[config.mk]
export PLATFORM = sky130hd
export DESIGN_NAME = sync_fifo_flags_flat
export DESIGN_NICKNAME = d
export VERILOG_FILES = /design/src/rtl/sync_fifo_flags_if.sv /design/src/rtl/sync_fifo_flags.sv /design/src/flat_wrapper.sv
export SDC_FILE = /design/constraint.sdc
export NUM_CORES = 1
export LEC_CHECK = 0
export BUFFER_PORTS_ARGS = -buffer_cell sky130_fd_sc_hd__buf_2
export CAP_MARGIN = 10
export CORE_ASPECT_RATIO = 2
export CORE_MARGIN = 2
export CORE_UTILIZATION = 65
export DETAILED_ROUTE_END_ITERATION = 16
export PLACE_DENSITY_LB_ADDON = 0.08
export SLEW_MARGIN = 40
export SYNTH_ARGS = -nofsm -noshare
export SYNTH_HDL_FRONTEND = slang
export SYNTH_SLANG_ARGS = --single-unit
[constraint.sdc]
create_clock -name clk -period 7.7 [get_ports clk]
set_input_delay 0.385 -clock clk [delete_from_list [all_inputs] [get_ports clk]]
set_output_delay 0.385 -clock clk [all_outputs]
set_load 0.05 [all_outputs]
[src/rtl/sync_fifo_flags_if.sv]
// Handshake and status bundle for sync_fifo_flags.
// The FIFO connects to the slave modport and the producer/consumer to the master modport.
interface sync_fifo_flags_if #(
   parameter int DATA_W = 8,
   parameter int DEPTH  = 16
);
   localparam int ADDR_W = $clog2(DEPTH);

   logic              wr_en;
   logic [DATA_W-1:0] wr_data;
   logic              rd_en;
   logic              clr_err;
   logic [DATA_W-1:0] rd_data;
   logic              rd_valid;
   logic              full;
   logic              empty;
   logic              almost_full;
   logic              almost_empty;
   logic [ADDR_W:0]   level;
   logic              overflow;
   logic              underflow;

   modport master (
      output wr_en, wr_data, rd_en, clr_err,
      input  rd_data, rd_valid, full, empty, almost_full, almost_empty,
             level, overflow, underflow
   );

   modport slave (
      input  wr_en, wr_data, rd_en, clr_err,
      output rd_data, rd_valid, full, empty, almost_full, almost_empty,
             level, overflow, underflow
   );
endinterface

[src/rtl/sync_fifo_flags.sv]
// Synchronous FIFO with occupancy/threshold flags and sticky overflow/underflow errors.
// Define SYNC_FIFO_FWFT_EN for first-word-fall-through output; standard registered read otherwise.
module sync_fifo_flags #(
   parameter int DATA_W = 8,
   parameter int DEPTH  = 16,
   parameter int AF_LVL = 14,
   parameter int AE_LVL = 2
) (
   input logic              clk,
   input logic              rst_n,
   sync_fifo_flags_if.slave bus
);
   localparam int ADDR_W = $clog2(DEPTH);
   localparam logic [ADDR_W:0] LVL_FULL = (ADDR_W+1)'(DEPTH);
   localparam logic [ADDR_W:0] LVL_AF   = (ADDR_W+1)'(AF_LVL);
   localparam logic [ADDR_W:0] LVL_AE   = (ADDR_W+1)'(AE_LVL);

   logic [DATA_W-1:0] mem [DEPTH];
   logic [ADDR_W-1:0] wr_ptr;
   logic [ADDR_W-1:0] rd_ptr;
   logic [ADDR_W:0]   level_q;
   logic              overflow_q;
   logic              underflow_q;
   logic              full;
   logic              empty;
   logic              wr_acc;
   logic              rd_acc;

   // Flags come straight from the registered count, never from pointer compares.
   assign full   = (level_q == LVL_FULL);
   assign empty  = (level_q == '0);
   assign wr_acc = bus.wr_en && !full;
   assign rd_acc = bus.rd_en && !empty;

   always_ff @(posedge clk) begin
      if (wr_acc) begin
         mem[wr_ptr] <= bus.wr_data;
      end
   end

   always_ff @(posedge clk or negedge rst_n) begin
      if (!rst_n) begin
         wr_ptr  <= '0;
         rd_ptr  <= '0;
         level_q <= '0;
      end else begin
         if (wr_acc) begin
            wr_ptr <= wr_ptr + 1'b1;
         end
         if (rd_acc) begin
            rd_ptr <= rd_ptr + 1'b1;
         end
         case ({wr_acc, rd_acc})
            2'b10:   level_q <= level_q + 1'b1;
            2'b01:   level_q <= level_q - 1'b1;
            default: level_q <= level_q;
         endcase
      end
   end

   // A new error in the same cycle as clr_err wins, so the flag stays set.
   always_ff @(posedge clk or negedge rst_n) begin
      if (!rst_n) begin
         overflow_q  <= 1'b0;
         underflow_q <= 1'b0;
      end else begin
         overflow_q  <= (bus.wr_en && full)  || (overflow_q  && !bus.clr_err);
         underflow_q <= (bus.rd_en && empty) || (underflow_q && !bus.clr_err);
      end
   end

`ifdef SYNC_FIFO_FWFT_EN
   assign bus.rd_data  = empty ? '0 : mem[rd_ptr];
   assign bus.rd_valid = !empty;
`else
   logic [DATA_W-1:0] rd_data_q;
   logic              rd_valid_q;

   always_ff @(posedge clk or negedge rst_n) begin
      if (!rst_n) begin
         rd_data_q  <= '0;
         rd_valid_q <= 1'b0;
      end else begin
         rd_valid_q <= rd_acc;
         if (rd_acc) begin
            rd_data_q <= mem[rd_ptr];
         end
      end
   end

   assign bus.rd_data  = rd_data_q;
   assign bus.rd_valid = rd_valid_q;
`endif

   assign bus.full         = full;
   assign bus.empty        = empty;
   assign bus.almost_full  = (level_q >= LVL_AF);
   assign bus.almost_empty = (level_q <= LVL_AE);
   assign bus.level        = level_q;
   assign bus.overflow     = overflow_q;
   assign bus.underflow    = underflow_q;
endmodule
[src/flat_wrapper.sv]
// flat-port wrapper written by rule: the top's interface ports become plain ports
module sync_fifo_flags_flat 
#(
   parameter int DATA_W = 8,
   parameter int DEPTH  = 16,
   parameter int AF_LVL = 14,
   parameter int AE_LVL = 2
)
  (clk, rst_n, bus_wr_en, bus_wr_data, bus_rd_en, bus_clr_err, bus_rd_data, bus_rd_valid, bus_full, bus_empty, bus_almost_full, bus_almost_empty, bus_level, bus_overflow, bus_underflow);
  sync_fifo_flags_if #(.DATA_W(DATA_W), .DEPTH(DEPTH)) bus_i ();
  input logic clk;
  input logic rst_n;
  input wire logic [$bits(bus_i.wr_en)-1:0] bus_wr_en;
  input wire logic [$bits(bus_i.wr_data)-1:0] bus_wr_data;
  input wire logic [$bits(bus_i.rd_en)-1:0] bus_rd_en;
  input wire logic [$bits(bus_i.clr_err)-1:0] bus_clr_err;
  output wire logic [$bits(bus_i.rd_data)-1:0] bus_rd_data;
  output wire logic [$bits(bus_i.rd_valid)-1:0] bus_rd_valid;
  output wire logic [$bits(bus_i.full)-1:0] bus_full;
  output wire logic [$bits(bus_i.empty)-1:0] bus_empty;
  output wire logic [$bits(bus_i.almost_full)-1:0] bus_almost_full;
  output wire logic [$bits(bus_i.almost_empty)-1:0] bus_almost_empty;
  output wire logic [$bits(bus_i.level)-1:0] bus_level;
  output wire logic [$bits(bus_i.overflow)-1:0] bus_overflow;
  output wire logic [$bits(bus_i.underflow)-1:0] bus_underflow;
  assign bus_i.wr_en = bus_wr_en;
  assign bus_i.wr_data = bus_wr_data;
  assign bus_i.rd_en = bus_rd_en;
  assign bus_i.clr_err = bus_clr_err;
  assign bus_rd_data = bus_i.rd_data;
  assign bus_rd_valid = bus_i.rd_valid;
  assign bus_full = bus_i.full;
  assign bus_empty = bus_i.empty;
  assign bus_almost_full = bus_i.almost_full;
  assign bus_almost_empty = bus_i.almost_empty;
  assign bus_level = bus_i.level;
  assign bus_overflow = bus_i.overflow;
  assign bus_underflow = bus_i.underflow;
  sync_fifo_flags #(.DATA_W(DATA_W), .DEPTH(DEPTH), .AF_LVL(AF_LVL), .AE_LVL(AE_LVL)) u_core (.clk(clk), .rst_n(rst_n), .bus(bus_i));
endmodule
Word level (Yosys, flattened, before mapping)
Memories as Yosys holds them, arrays and structs flattened. A register that Yosys moved wholly into a read port is not among the register bits.
Cells that the tools add are included.
{ "totals": {"input_bits": 13, "latch_bits": 0, "mem_bits_rw": 128, "elab_cells": 33, "memories": 1, "out_inout_bits": 20, "mem_bits_ro": 0, "ff_bits": 16} }
{ "memory_table": {"columns": ["memory", "depth", "word_bits", "rd", "rd_clocked_by_memory_dff", "wr", "line_no", "rtl"], "rows": [
  ["u_core.mem", 16, 8, 1, 1, 1, "sync_fifo_flags.sv:18", "logic [DATA_W-1:0] mem [DEPTH];"]
]} }
{ "op_classes": {"shift": 0, "order_cmp": 2, "div_mod_pow": 0, "n_reduce_logical": 14, "eq_ne": 3, "bitwise": 0, "mul": 0, "addsub": 4, "mux": 3} }
{ "op_table": {"columns": ["operator", "count"], "rows": [
  ["one-hot mux 5 bit (2 select lines)", 1],
  ["adder 4 x 1 -> 4 bit (second input constant)", 2],
  ["logical AND 1 bit", 6],
  ["adder 5 x 1 -> 5 bit (second input constant)", 1],
  ["equality test 5 bit (second input constant)", 1],
  ["greater-or-equal comparator 5 x 4 -> 1 bit (second input constant)", 1],
  ["<= comparator 5 x 2 -> 1 bit (second input constant)", 1],
  ["zero test 5 bit", 1],
  ["subtractor 5 x 1 -> 5 bit (second input constant)", 1],
  ["zero test 1 bit", 4],
  ["equality test 2 x 1 -> 1 bit (second input constant)", 1],
  ["equality test 2 bit (second input constant)", 1],
  ["logical OR 1 bit", 2],
  ["2-to-1 mux 1 bit", 2],
  ["nonzero test 2 bit", 1]
]} }

Longest topological paths before layout
Gate-level depths: netlist of the first run.
{ "logic_depth": {"depth_word": 5, "ltp_mapped": 12, "mapped_depth_nobuf": 10} }

Worst setup path before layout of the first run
Ideal clock, no wire load.
{ "synth_path": {"path_kind": "register to output", "from": "register u_core.level_q[4] (netlist: u_core.bus.level[4])", "to": "output bus_almost_empty", "arrival_time_ps": 3319, "required_ps": 7315, "stages_incl_launch_ff": 3, "path_slack_ps": 3996, "path_cell_list": "dfrtp_1 clkbuf_1 a2111oi_0"} }
{ "synth_between": {"elab_chain_len": 1} }
{ "synth_lines": {"columns": ["element", "line_no", "rtl"], "rows": [
  ["start: declaration", "sync_fifo_flags.sv:21", "logic [ADDR_W:0] level_q;"],
  ["start signal: assignment", "sync_fifo_flags.sv:54", "2'b10: level_q <= level_q + 1'b1;"],
  ["start signal: assignment", "sync_fifo_flags.sv:55", "2'b01: level_q <= level_q - 1'b1;"],
  ["start signal: assignment", "sync_fifo_flags.sv:56", "default: level_q <= level_q;"],
  ["<= comparator 5 x 2 -> 1 bit", "sync_fifo_flags.sv:98", "assign bus.almost_empty = (level_q <= LVL_AE);"],
  ["end: declaration", "flat_wrapper.sv:22", "output wire logic [$bits(bus_i.almost_empty)-1:0] bus_almost_empty;"]
]} }
No other way between the ends.

Worst setup path after layout of the first run
{ "layout_path": {"from": "register u_core.level_q[1] (netlist: u_core.bus.level[1])", "to": "register u_core.level_q[4] (netlist: u_core.bus.level[4])"} }
{ "layout_between": {"elab_chain_len": 5, "word_cells_on_any_way": 12} }
{ "layout_lines": {"columns": ["element", "line_no", "rtl"], "rows": [
  ["zero test 5 bit *", "sync_fifo_flags.sv:31", "assign empty = (level_q == '0);"],
  ["zero test 1 bit *", "sync_fifo_flags.sv:33", "assign rd_acc = bus.rd_en && !empty;"],
  ["logical AND 1 bit *", "sync_fifo_flags.sv:33", null],
  ["via u_core.rd_acc", "sync_fifo_flags.sv:27", "logic rd_acc;"],
  ["equality test 2 x 1 -> 1 bit / equality test 2 bit (equally long branches)", "sync_fifo_flags.sv:53", "case ({wr_acc, rd_acc})"],
  ["one-hot mux 5 bit (2 select lines) / nonzero test 2 bit (equally long branches)", null, null]
]} }
The timed path passes the listed nets; every way through them passes the cells marked *.
A chain may end at the register's enable or synchronous reset.

==> results of run 1 <==
metal layers:
layer / GRT usage / vias up / part of all wire / routed length [µm]
met1: 0.278 / 1571 / 0.37 / 4170
met3: 0.0644 / 15 / 0.032 / 361
met4: 0.0965 / 0 / 0.017 / 188
met2: 0.422 / 68 / 0.58 / 6400
li1: - / 1393 / - / -
met5: 0 / - / 0 / 0
placed cells by master (no fill, tap or decap), drive strengths merged, types with 5 or more instances in the layout:
| cell type | count |
|---|---|
| buf | 35 |
| clkbuf | 18 |
| clkinvlp | 5 |
| dfrtp | 24 |
| edfxtp | 128 |
| ha | 9 |
| inv | 12 |
| mux2i | 16 |
| mux4 | 32 |
| nand2 | 22 |
| nor2 | 16 |
| nor3 | 5 |
| o21ai | 6 |
| o221ai | 8 |
| xnor2 | 6 |
cell type report:
class                   instances  area [µm²]  share of cell area
clock buffers                  18         429              0.0606
clock inverters                14         173              0.0244
inverters                       9        33.8             0.00477
multi-input cells             149        1670               0.236
flip-flops and latches        152        4450               0.629
well taps                     104         130              0.0184
repair buffers                 36         193              0.0272
repair_timing:
item / in CTS / in global routing
endpoints found under the hold margin: 24 / 0
buffers inserted: 0 / 0
hold buffers: 1 / 0
synthesized netlist by cell type (all sizes together) (2+ instances only):
library cell and instances:
edfxtp 128, mux4 32, dfrtp 24, nand2 22, mux2i 16, nor2 16, buf 14, ha 9
inv 9, o221ai 8, o21ai 6, xnor2 6, clkbuf 5, nor3 5, nand2b 4, xor2 4
a21oi 3, a31oi 2, nand4 2, o31ai 2
cell families after synthesis:
kind of cell / Yosys count / synth area share
flip-flops: 152 / 0.714
XOR/XNOR: 10 / 0.0141
buffers and inverters: 28 / 0.0249
AND/OR/NAND/NOR: 55 / 0.0410
adder cells (fa/ha/maj): 9 / 0.0181
AO/OA/AOI/OAI: 26 / 0.0330
multiplexers: 49 / 0.155
registers in the layout, summed over array words and instances, names as in the netlist:
| signal | flops |
|---|---|
| u_core.wr_ptr | 4 |
| u_core.bus.rd_data | 8 |
| u_core.bus.overflow | 1 |
| u_core.mem | 128 |
| u_core.rd_ptr | 4 |
| u_core.bus.underflow | 1 |
| u_core.bus.level | 5 |
| u_core.bus.rd_valid | 1 |
worst paths after layout:
check,start,end,slack [ns],cells past startpoint
hold reg to reg,u_core.bus.rd_data[4],u_core.bus.rd_data[4],0.49,2
max in group asynchronous,rst_n,u_core.rd_ptr[2],6.82,2
setup / recovery,u_core.bus.level[1],u_core.bus.level[4],4.61,10
setup reg to reg,u_core.bus.level[1],u_core.bus.level[4],4.61,10
hold / removal,bus_clr_err,u_core.bus.overflow,0.16,2
min in group asynchronous,rst_n,u_core.bus.overflow,0.48,2
power by group through the flow:
stage | Combinational (µW) | Sequential [µW] | Clock [µW]
after global placement | 725 | 1190 | 0
final | 744 | 1180 | 832
after detailed placement | 742 | 1200 | 0
after floorplan | 555 | 1200 | 0
after CTS | 751 | 1180 | 846
after global routing | 804 | 1200 | 873
metrics by stage:
| step | power, µW | hold slack [ns] | util | cell area (µm²) | worst slack (ns) |
|---|---|---|---|---|---|
| 2_1_floorplan | 1760 | 0.0894 | - | 6220 | 4.00 |
| 4_1_cts | 2780 | 0.141 | 0.758 | 7070 | 4.61 |
| 3_5_place_dp | 1940 | 0.389 | 0.692 | 6450 | 4.62 |
| 6_report | 2760 | 0.156 | 0.759 | 7080 | 4.61 |
| 3_3_place_gp | 1920 | 0.388 | 0.689 | 6430 | 4.73 |
| 5_1_grt | 2880 | 0.155 | 0.759 | 7080 | 4.42 |
==> reports/qor.txt, run 1 <==
Status -> finished clean
DR WL/cell -> 23.1 µm
ANT nets after route -> 0
Comb power frac -> 0.270
Io pins -> 33
Setup violators final -> 0
Psw -> 916 µW
Dpl cells -> 449
Fmax achieved -> 323 MHz
Worst EP arrival -> 3.37 ns
Antenna violations before repair -> 0
Power Density -> 390 nW/µm²
Num CTS Buffers -> 17
N_diodes -> 0
Reg clk slew, reported paths -> 0.06 ns
Async set-reset flop share out of synthesis -> 0.158
Mean post-synth cell area -> 18.9 µm²
Port Buffers -> 32
Global-route wire length before repair -> 17.8 mm
Synthesized flop and latch total -> 152
Crit. End Element -> register
Fillers -> 537
Yosys warns -> 0
Max Slew Vio Count -> 0
Post-layout minimum cycle time -> 3.09 ns
Critical-path top delay cell -> dfrtp_1
Pin count of the biggest net entering global routing -> 35
Clk_lat worst skew -> 0.42 ns
CTS resizes -> 0
Distinct cell type count after synthesis -> 41
Syn_nets -> 351
Max-cap viol count -> 0
Area leader, netlist -> edfxtp_1
Remaining DRCs -> 0
Final wirelength -> 11.1 mm
Hold Fails Final Rpt -> 0
Peak fanout along the critical path -> 12
Clk buf depth -> 2
Worst vdd ir -> 0.276 mV
Vias in the first global route -> 3245
Core Box Area -> 9320 µm²
Final non-filler cell total -> 482
CTS sink count -> 152
Fin Setup TNS -> 0 ns
Clock power frac -> 0.302
CP Cell Sequence -> or3_4 > o31ai_4 > inv_2 > ha_1 > xor2_1 > ha_1 > o211a_1 > o31ai_1 > a31oi_1 > xor2_1
Hold Crit Class -> in2reg
Largest cells by area after synthesis -> edfxtp_1 62%, dfrtp_1 9.7%, mux4_1 8.0%
Die span in x -> 73.2 µm
Worst-Margin Slew -> 0.837 ns
Chip Height -> 142 µm
Die area -> 10400 µm²
Layout Nets -> 387
Layout cells sized above 1 -> 0.265
Number of H-tree levels -> 4
Int Power -> 1840 µW
Drt first pass iters -> 5
Vias -> 3047
Iter 0 DRT Violations -> 190
Syn Inst Count -> 329
Tcrit/Tclk final -> 0.402
Initial Util -> 0.668
Crit-path leading delay family -> compound AO/OA/AOI/OAI gates
Worst setup SP type -> register
WP buf/inv -> 1
Worst Clk Skew -> 0.0103 ns
Netlist Area Pre-Place -> 6220 µm²
RSZ-0062 raised after global routing -> false
Seq pwr share -> 0.429
Max incr delay on CP -> 0.49 ns
Clock tree root driver cell -> clkbuf_16
Sw Ratio -> 0.332
Total global-route track usage -> 0.242
WP data required -> 7.98 ns
Area Overhead vs Synth -> 13.7%
Rows -> 50
GRT overflow -> 0
Ys flop type -> edfxtp_1
Routability cong. -> 0.830
Top-area cell type share of the netlist area -> 0.618
CP Class -> reg2reg
TritonCTS clock tree -> done
DP Wirelength -> 7.38 mm
Worst slew margin -> 0.440
Number of enable flip-flop cells after synthesis -> 128
Via density -> 6.32
Leakage Power -> 0.00254 µW
Post-synthesis sequential area ratio -> 0.714
(Power assumes the default switching activity.)
==> run 2: changes to the inputs <==
--- a/config.mk
+++ b/config.mk
@@ -5,11 +5,12 @@
 export SDC_FILE = /design/constraint.sdc
 export NUM_CORES = 1
 export LEC_CHECK = 0
+export ABC_AREA = 1
 export BUFFER_PORTS_ARGS = -buffer_cell sky130_fd_sc_hd__buf_2
 export CAP_MARGIN = 10
 export CORE_ASPECT_RATIO = 2
 export CORE_MARGIN = 2
-export CORE_UTILIZATION = 65
+export CORE_UTILIZATION = 61
 export DETAILED_ROUTE_END_ITERATION = 16
 export PLACE_DENSITY_LB_ADDON = 0.08
 export SLEW_MARGIN = 40
==> constraint.sdc (replaced) <==
create_clock -name clk -period 2.9 [get_ports clk]
set_input_delay 0.145 -clock clk [delete_from_list [all_inputs] [get_ports clk]]
set_output_delay 0.145 -clock clk [all_outputs]
set_load 0.05 [all_outputs]
==> run 2 against run 1 <==
Flip-flop and latch count is the same. Core utilization down 5.0 points. Non-clock buffer count rose by 18. Clock skew shrank 0.0037 ns. Critical path type unchanged.
==> reports/qor.txt, run 2 <==
Status -> finished clean (unchanged)
Num CTS Buffers -> 17 (unchanged)
Post-synthesis compound-gate area fraction -> 0.00815 (was 0.0330)
CP Cell Sequence -> nor2_1 > nand3_1 > nand2_2 > inv_2 > ha_1 > xor2_1 > ha_1 > inv_1 > nand2_1 > nand3_1 > nand2_1 > xor2_1 > nand2_1 > nand2_1 (was or3_4 > o31ai_4 > inv_2 > ha_1 > xor2_1 > ha_1 > o211a_1 > o31ai_1 > a31oi_1 > xor2_1)
Distinct cell type count after synthesis -> 24 (was 41)
Synthesized flop and latch total -> 152 (unchanged)
Rows -> 54 (was 50)
Most frequent cells in the layout -> 224 x nand2_1, 128 x edfxtp_1, 116 x inv_1, 103 x nand3_1, 32 x buf_2 (was 128 x edfxtp_1, 32 x buf_2, 22 x dfrtp_1, 21 x nand2_1, 19 x mux4_1)
Setup violators final -> 0 (unchanged)
Tcrit/Tclk final -> 0.883 (was 0.402)
Top-area cell type share of the netlist area -> 0.569 (was 0.618)
Netlist Area Pre-Place -> 6760 µm² (was 6220 µm²)
Total global-route track usage -> 0.268 (was 0.242)
Largest family of logic cells by synthesized area -> simple AND/OR/NAND/NOR gates (was multiplexers)
Synth Area in XOR/XNOR -> 0.0130 (was 0.0141)
Chip Height -> 153 µm (was 142 µm)
Fin Setup TNS -> 0 ns (unchanged)
Remaining DRCs -> 0 (unchanged)
Iter 0 DRT Violations -> 281 (was 190)
Sequential Area -> 4450 µm² (about the same)
Syn_nets -> 698 (was 351)
Critical-path top delay cell -> dfrtp_1 (unchanged)
Layout Nets -> 745 (was 387)
Reg-to-Reg End -> u_core.bus.level[4] (unchanged)
Crit. End Element -> register (unchanged)
CTS sink count -> 152 (unchanged)
Cells on Worst Hold Path -> 1 (was 2)
Multi-input combinational cell area -> 1700 µm² (was 1670 µm²)
Post-synthesis mux area share -> 0 (was 0.155)
Post-synthesis simple-gate area fraction -> 0.214 (was 0.0410)
Number of H-tree levels -> 4 (unchanged)
Layout cells sized above 1 -> 0.118 (was 0.265)
Async set-reset flop share out of synthesis -> 0.158 (unchanged)
Hold Fails Final Rpt -> 0 (unchanged)
Post-Synth Adder-Cell Area -> 0.0167 (was 0.0181)
ANT nets after route -> 0 (unchanged)
Vias -> 4696 (was 3047)
N_diodes -> 0 (unchanged)
Antenna violations before repair -> 0 (unchanged)
Core Box Area -> 10900 µm² (was 9320 µm²)
Hold slack -> 0.131 ns (was 0.156 ns)
TritonCTS clock tree -> done (unchanged)
Number of flip-flops in the largest register -> 128 (unchanged)
Largest cells by area after synthesis -> edfxtp_1 57%, nand2_1 12%, dfrtp_1 8.9% (was edfxtp_1 62%, dfrtp_1 9.7%, mux4_1 8.0%)
Syn Inst Count -> 676 (was 329)
Hold Crit Class -> in2reg (unchanged)
Die span in x -> 78.4 µm (was 73.2 µm)
Leakage Power -> 0.00354 µW (was 0.00254 µW)
RSZ-0062 raised after global routing -> false (unchanged)
Dpl cells -> 840 (was 449)
Vias in the first global route -> 4760 (was 3245)
Power Density -> 1050 nW/µm² (was 390 nW/µm²)
Initial Util -> 0.621 (was 0.668)
Commonest non-fill, non-tap cell in the layout -> nand2_1 (was edfxtp_1)
Largest register by flop count -> u_core.mem (unchanged)
Clk buf depth -> 2 (unchanged)
Io pins -> 33 (unchanged)
Hold Startpoint -> bus_wr_data[7] (was bus_clr_err)
Port Buffers -> 32 (unchanged)
Fillers -> 819 (was 537)
Number of enable flip-flop cells after synthesis -> 128 (unchanged)
Ys flop type -> edfxtp_1 (unchanged)
Via density -> 5.36 (was 6.32)
DP Wirelength -> 9.70 mm (was 7.38 mm)
Max incr delay on CP -> 0.46 ns (was 0.49 ns)
CP most frequent cell -> nand2_1
Worst-Margin Slew -> 0.777 ns (was 0.837 ns)
Post-synthesis sequential area ratio -> 0.658 (was 0.714)
Max Slew Vio Count -> 0 (unchanged)
Pin count of the biggest net entering global routing -> 35 (unchanged)
Worst Clk Skew -> 0.00663 ns (was 0.0103 ns)
Commonest cells post-synth -> 224 x nand2_1, 128 x edfxtp_1, 116 x inv_1, 103 x nand3_1, 24 x dfrtp_1 (was 128 x edfxtp_1, 24 x dfrtp_1, 21 x nand2_1, 19 x mux4_1)
Reg2reg setup slack -> 0.34 ns (was 4.61 ns)
Worst vdd ir -> 1.03 mV (was 0.276 mV)
Area Overhead vs Synth -> 14.1% (was 13.7%)
Global-route wire length before repair -> 23.6 mm (was 17.8 mm)
Routability cong. -> 0.850 (was 0.830)
Area leader, netlist -> edfxtp_1 (unchanged)
Hold-critical path endpoint -> u_core.mem[12][7] (was u_core.bus.overflow)
Clock tree root driver cell -> clkbuf_16 (unchanged)
Final wirelength -> 14.7 mm (was 11.1 mm)
Final non-filler cell total -> 876 (was 482)
Peak fanout along the critical path -> 15 (was 12)
Worst slew margin -> 0.480 (was 0.440)
FF-to-FF path depth -> 14 (was 10)
Reg clk slew, reported paths -> 0.06 ns (about the same)
CP Class -> reg2reg (unchanged)
Worst setup SP type -> register (unchanged)
DR WL/cell -> 16.8 µm (was 23.1 µm)
Max-cap viol count -> 0 (unchanged)
WP data required -> 3.26 ns (was 7.98 ns)
Fmax achieved -> 391 MHz (was 323 MHz)
Yosys warns -> 0 (unchanged)
Die area -> 12000 µm² (was 10400 µm²)
Drt first pass iters -> 6 (was 5)
Mean post-synth cell area -> 9.99 µm² (was 18.9 µm²)
GRT overflow -> 0 (unchanged)
Crit Reg-Reg Startpoint -> u_core.bus.level[1] (unchanged)
Worst EP arrival -> 2.92 ns (was 3.37 ns)
Post-layout minimum cycle time -> 2.56 ns (was 3.09 ns)
Count leader, synth -> nand2_1 (was edfxtp_1)
Clk_lat worst skew -> 0.42 ns (about the same)
[run 2: cell count changes in the layout (fill, tap and decap cells not counted), moves of 5 or more]
cell	before	now
buf_4	3	18
inv_1	8	116
mux2i_1	16	0
mux4_1	19	0
mux4_2	13	0
nand2_1	21	224
nand3_1	1	103
nor2_1	7	18
nor2_2	9	1
o221ai_1	8	0
xnor2_1	6	1
xor2_1	4	9
[run 2: layer usage]
layer  track usage  wire [µm]
met5             0          0
met4         0.151        683
met3        0.0413        623
met2         0.477       7980
met1         0.300       5410
[run 2: worst max-delay path: cells and delay by family (launching register included)]
kind / cells / cell delay (ns)
AND/OR/NAND/NOR: 8 / 0.97
adder cells (fa/ha/maj): 2 / 0.49
flip-flops: 1 / 0.46
XOR/XNOR: 2 / 0.38
buffers and inverters: 2 / 0.18
[run 2: cell type report]
type,instances,area share
Clock buffer,18,0.0570
Timing Repair Buffer,54,0.0435
Inverter,120,0.0584
Sequential cell,152,0.577
Tap cell,140,0.0227
Clock inverter,14,0.0209
Multi-Input combinational cell,378,0.221
[run 2: power breakdown]
part	internal [µW]	leakage (µW)	switching [µW]	total, µW
clock network	1310	0.000290	896	2210
registers	2720	0.00145	249	2970
logic	806	0.00180	2090	2900
total	4840	0.00354	3240	8080
[run 2: cell families (layout without fill, tap and decap cells)]
| logic type | count (synthesis) | count (layout) |
|---|---|---|
| and+or+nand+nor | 349 | 349 |
| buffers and inverters | 146 | 206 |
| DFF | 152 | 152 |
| AOI/OAI and AO/OA | 10 | 10 |
| adders and majority gates | 9 | 9 |
| xor gates and xnor gates | 10 | 10 |
[run 2: what timing repair did]
action,CTS,global route
setup buffers,0,0
endpoints found under the hold margin,26,0
hold buffers,4,0
gates resized for setup,0,0
[run 2: worst max path at each step]
stage	start	depth (start not counted)	slack, ns	endpoint
2_1_floorplan	u_core.bus.level[2]	15	0.43	u_core.bus.level[4]
5_1_grt	u_core.bus.level[0]	14	0.08	u_core.bus.level[4]
3_3_place_gp	u_core.bus.level[0]	14	0.52	u_core.bus.level[4]
3_5_place_dp	u_core.bus.level[0]	14	0.44	u_core.bus.level[4]
6_report	u_core.bus.level[1]	14	0.34	u_core.bus.level[4]
4_1_cts	u_core.bus.level[0]	14	0.39	u_core.bus.level[4]
[run 2: per-stage QoR]
step | area [µm²] | power [µW] | setup slack, ns | utilization
2_1_floorplan | 6760 | 5100 | 0.426 | -
3_3_place_gp | 7070 | 5790 | 0.518 | 0.650
3_5_place_dp | 7070 | 5870 | 0.438 | 0.650
4_1_cts | 7710 | 8100 | 0.394 | 0.709
5_1_grt | 7710 | 8510 | 0.0801 | 0.709
6_report | 7710 | 8080 | 0.340 | 0.709
==> run 3: changes to the inputs <==
--- a/config.mk
+++ b/config.mk
@@ -10,10 +10,9 @@
 export CAP_MARGIN = 10
 export CORE_ASPECT_RATIO = 2
 export CORE_MARGIN = 2
-export CORE_UTILIZATION = 61
+export CORE_UTILIZATION = 65
 export DETAILED_ROUTE_END_ITERATION = 16
 export PLACE_DENSITY_LB_ADDON = 0.08
-export SLEW_MARGIN = 40
 export SYNTH_ARGS = -nofsm -noshare
 export SYNTH_HDL_FRONTEND = slang
 export SYNTH_SLANG_ARGS = --single-unit
==> constraint.sdc (replaced) <==
create_clock -name clk -period 3.3 [get_ports clk]
set_input_delay 0.165 -clock clk [delete_from_list [all_inputs] [get_ports clk]]
set_output_delay 0.165 -clock clk [all_outputs]
set_load 0.05 [all_outputs]
==> run 3 against run 2 <==
Fmax hardly changed. Clock power is 18% lower. Via count rose by 0.19%. Flip-flop and latch count did not move. Setup slack gained 0.40 ns. Non-clock buffer count fell by 10. Die area down 5.9%. Hold slack lost 0.011 ns. Total power is 14% lower. Critical path depth down 1. Clock skew decreased by 0.00099 ns. Wire length grew 2.6%. Largest power group is now combinational logic.
==> reports/qor.txt, run 3 (same netlist as run 2, synthesis figures left out) <==
Setup WS pre-CTS -> 0.766 ns (was 0.438 ns)
Max Slew Vio Count -> 0 (unchanged)
Worst vdd ir -> 0.811 mV (was 1.03 mV)
Crit path setup slack, layout -> 0.742 ns (was 0.340 ns)
Worst slew margin -> 0.353 (was 0.480)
Routability cong. -> 0.901 (was 0.850)
Hold Fails Final Rpt -> 0 (unchanged)
Clock tree root driver cell -> clkbuf_16 (unchanged)
Clk_lat worst skew -> 0.43 ns (was 0.42 ns)
Max incr delay on CP -> 0.46 ns (about the same)
Worst Setup SP -> u_core.bus.level[1] (unchanged)
Status -> finished clean (unchanged)
Io pins -> 33 (unchanged)
Post-layout minimum cycle time -> 2.56 ns (about the same)
Leakage Power -> 0.00346 µW (was 0.00354 µW)
CP Cell Sequence -> nor2_1 > nand3_1 > nand2_2 > inv_2 > ha_1 > ha_1 > inv_1 > o21bai_1 > inv_1 > nand2_1 > xor2_1 > nand2_1 > nand2_1 (was nor2_1 > nand3_1 > nand2_2 > inv_2 > ha_1 > xor2_1 > ha_1 > inv_1 > nand2_1 > nand3_1 > nand2_1 > xor2_1 > nand2_1 > nand2_1)
Fmax achieved -> 391 MHz (about the same)
Antenna violations before repair -> 0 (unchanged)
Global-route wire length before repair -> 23.8 mm (was 23.6 mm)
Busiest grt layer -> met2 (unchanged)
GR Layer Usage met1 -> 0.299 (was 0.300)
GR met2 Demand/Resource -> 0.524 (was 0.477)
Overall power -> 6990 µW (was 8080 µW)
Via density -> 5.46 (was 5.36)
Drt first pass iters -> 5 (was 6)
WP data required -> 3.67 ns (was 3.26 ns)
CP endpoint -> u_core.bus.level[4] (unchanged)
Fillers -> 749 (was 819)
Initial Util -> 0.666 (was 0.621)
Number of H-tree levels -> 4 (unchanged)
Final non-filler cell total -> 861 (was 876)
Max-cap viol count -> 0 (unchanged)
Port Buffers -> 32 (unchanged)
Sequential Area -> 4450 µm² (unchanged)
Vias -> 4705 (was 4696)
CP most frequent cell -> nand2_1 (unchanged)
Worst setup SP type -> register (unchanged)
Chip Height -> 148 µm (was 153 µm)
Multi-input combinational cell area -> 1700 µm² (unchanged)
DP Wirelength -> 9.97 mm (was 9.70 mm)
Clk buf depth -> 2 (unchanged)
Layout Nets -> 735 (was 745)
Final wirelength -> 15.1 mm (was 14.7 mm)
Stages on the worst setup path -> 13 (was 14)
Crit-path leading delay family -> simple AND/OR/NAND/NOR gates (unchanged)
TritonCTS clock tree -> done (unchanged)
Die span in x -> 76.1 µm (was 78.4 µm)
Hold Crit Class -> in2reg (unchanged)
Power Density -> 920 nW/µm² (was 1050 nW/µm²)
Met3 Use GR -> 0.0595 (was 0.0413)
Peak fanout along the critical path -> 15 (unchanged)
Most frequent cells in the layout -> 224 x nand2_1, 128 x edfxtp_1, 116 x inv_1, 103 x nand3_1, 32 x buf_2 (unchanged)
Reg2reg setup slack -> 0.74 ns (was 0.34 ns)
Total global-route track usage -> 0.285 (was 0.268)
Tcrit/Tclk final -> 0.775 (was 0.883)
Iter 0 DRT Violations -> 329 (was 281)
Reg clk slew, reported paths -> 0.06 ns (about the same)
Core Box Area -> 10100 µm² (was 10900 µm²)
CP Class -> reg2reg (unchanged)
Num CTS Buffers -> 17 (unchanged)
Die area -> 11300 µm² (was 12000 µm²)
N_diodes -> 0 (unchanged)
Critical-path top delay cell -> dfrtp_1 (unchanged)
Remaining DRCs -> 0 (unchanged)
Dpl cells -> 825 (was 840)
Number of flip-flops in the largest register -> 128 (unchanged)
GRT overflow -> 0 (unchanged)
DR WL/cell -> 17.5 µm (was 16.8 µm)
Rows -> 52 (was 54)
Worst EP arrival -> 2.93 ns (was 2.92 ns)
CTS resizes -> 0 (unchanged)
Vias in the first global route -> 4899 (was 4760)
Largest register by flop count -> u_core.mem (unchanged)
Area Overhead vs Synth -> 12.4% (was 14.1%)
Pin count of the biggest net entering global routing -> 67 (was 35)
RSZ-0062 raised after global routing -> false (unchanged)
Setup violators final -> 0 (unchanged)
Crit Reg-Reg Startpoint -> u_core.bus.level[1] (unchanged)
Reg-to-Reg End -> u_core.bus.level[4] (unchanged)
Crit. End Element -> register (unchanged)
Fin Setup TNS -> 0 ns (unchanged)
Worst Clk Skew -> 0.00563 ns (was 0.00663 ns)
Worst-Margin Slew -> 0.970 ns (was 0.777 ns)
WP buf/inv -> 3 (was 2)
CTS sink count -> 152 (unchanged)
Layout cells sized above 1 -> 0.106 (was 0.118)
FF-to-FF path depth -> 13 (was 14)
Commonest non-fill, non-tap cell in the layout -> nand2_1 (unchanged)
ANT nets after route -> 0 (unchanged)
-- run 3: routing by layer --
metal  vias to the layer above  wire length [µm]  share of wire
met2                       175              8340           0.55
met1                      2258              5360           0.36
met5                         -                 0              0
li1                       2231                 -              -
met4                         0               661          0.044
met3                        41               727          0.048
-- run 3: cell type report --
| class | instances | area share |
|---|---|---|
| repair buffers | 44 | 0.0343 |
| inverters | 120 | 0.0593 |
| well taps | 135 | 0.0222 |
| clock buffers | 17 | 0.0560 |
| clock inverters | 15 | 0.0183 |
| flip-flops and latches | 152 | 0.585 |
| multi-input cells | 378 | 0.224 |
-- run 3: power by group --
part | internal, µW | switching [µW]
logic | 688 | 1910
clock network | 989 | 834
registers | 2390 | 176
-- run 3: tightest hold or removal path, stage by stage --
cell and delay [ns]:
buf_2 0.10, nand2_1 0.15, xor2_1 0.09
-- run 3: worst min path at each step --
stage                            endpoint  cells after the start  slack (ns)            from
floorplan             u_core.bus.level[0]                      0       -0.13           rst_n
global placement    u_core.bus.rd_data[7]                      1        0.18           rst_n
detailed placement  u_core.bus.rd_data[7]                      1        0.19           rst_n
CTS                     u_core.mem[15][1]                      1        0.11  bus_wr_data[1]
global route            u_core.mem[15][1]                      1        0.11  bus_wr_data[1]
finish                   u_core.wr_ptr[0]                      3        0.12       bus_wr_en
-- run 3: metrics by stage --
step / hold WS [ns] / util / area [µm²]
global placement: 0.179 / 0.689 / 6990
floorplan: -0.131 / - / 6760
detailed placement: 0.188 / 0.689 / 6990
CTS: 0.111 / 0.748 / 7590
finish: 0.120 / 0.748 / 7590
global route: 0.114 / 0.748 / 7590
-- run 3: timing repair --
item,in CTS,in global routing
endpoints found under the hold margin,26,0
buffers inserted,0,0
endpoints found under the setup margin,0,0
hold buffers,4,0
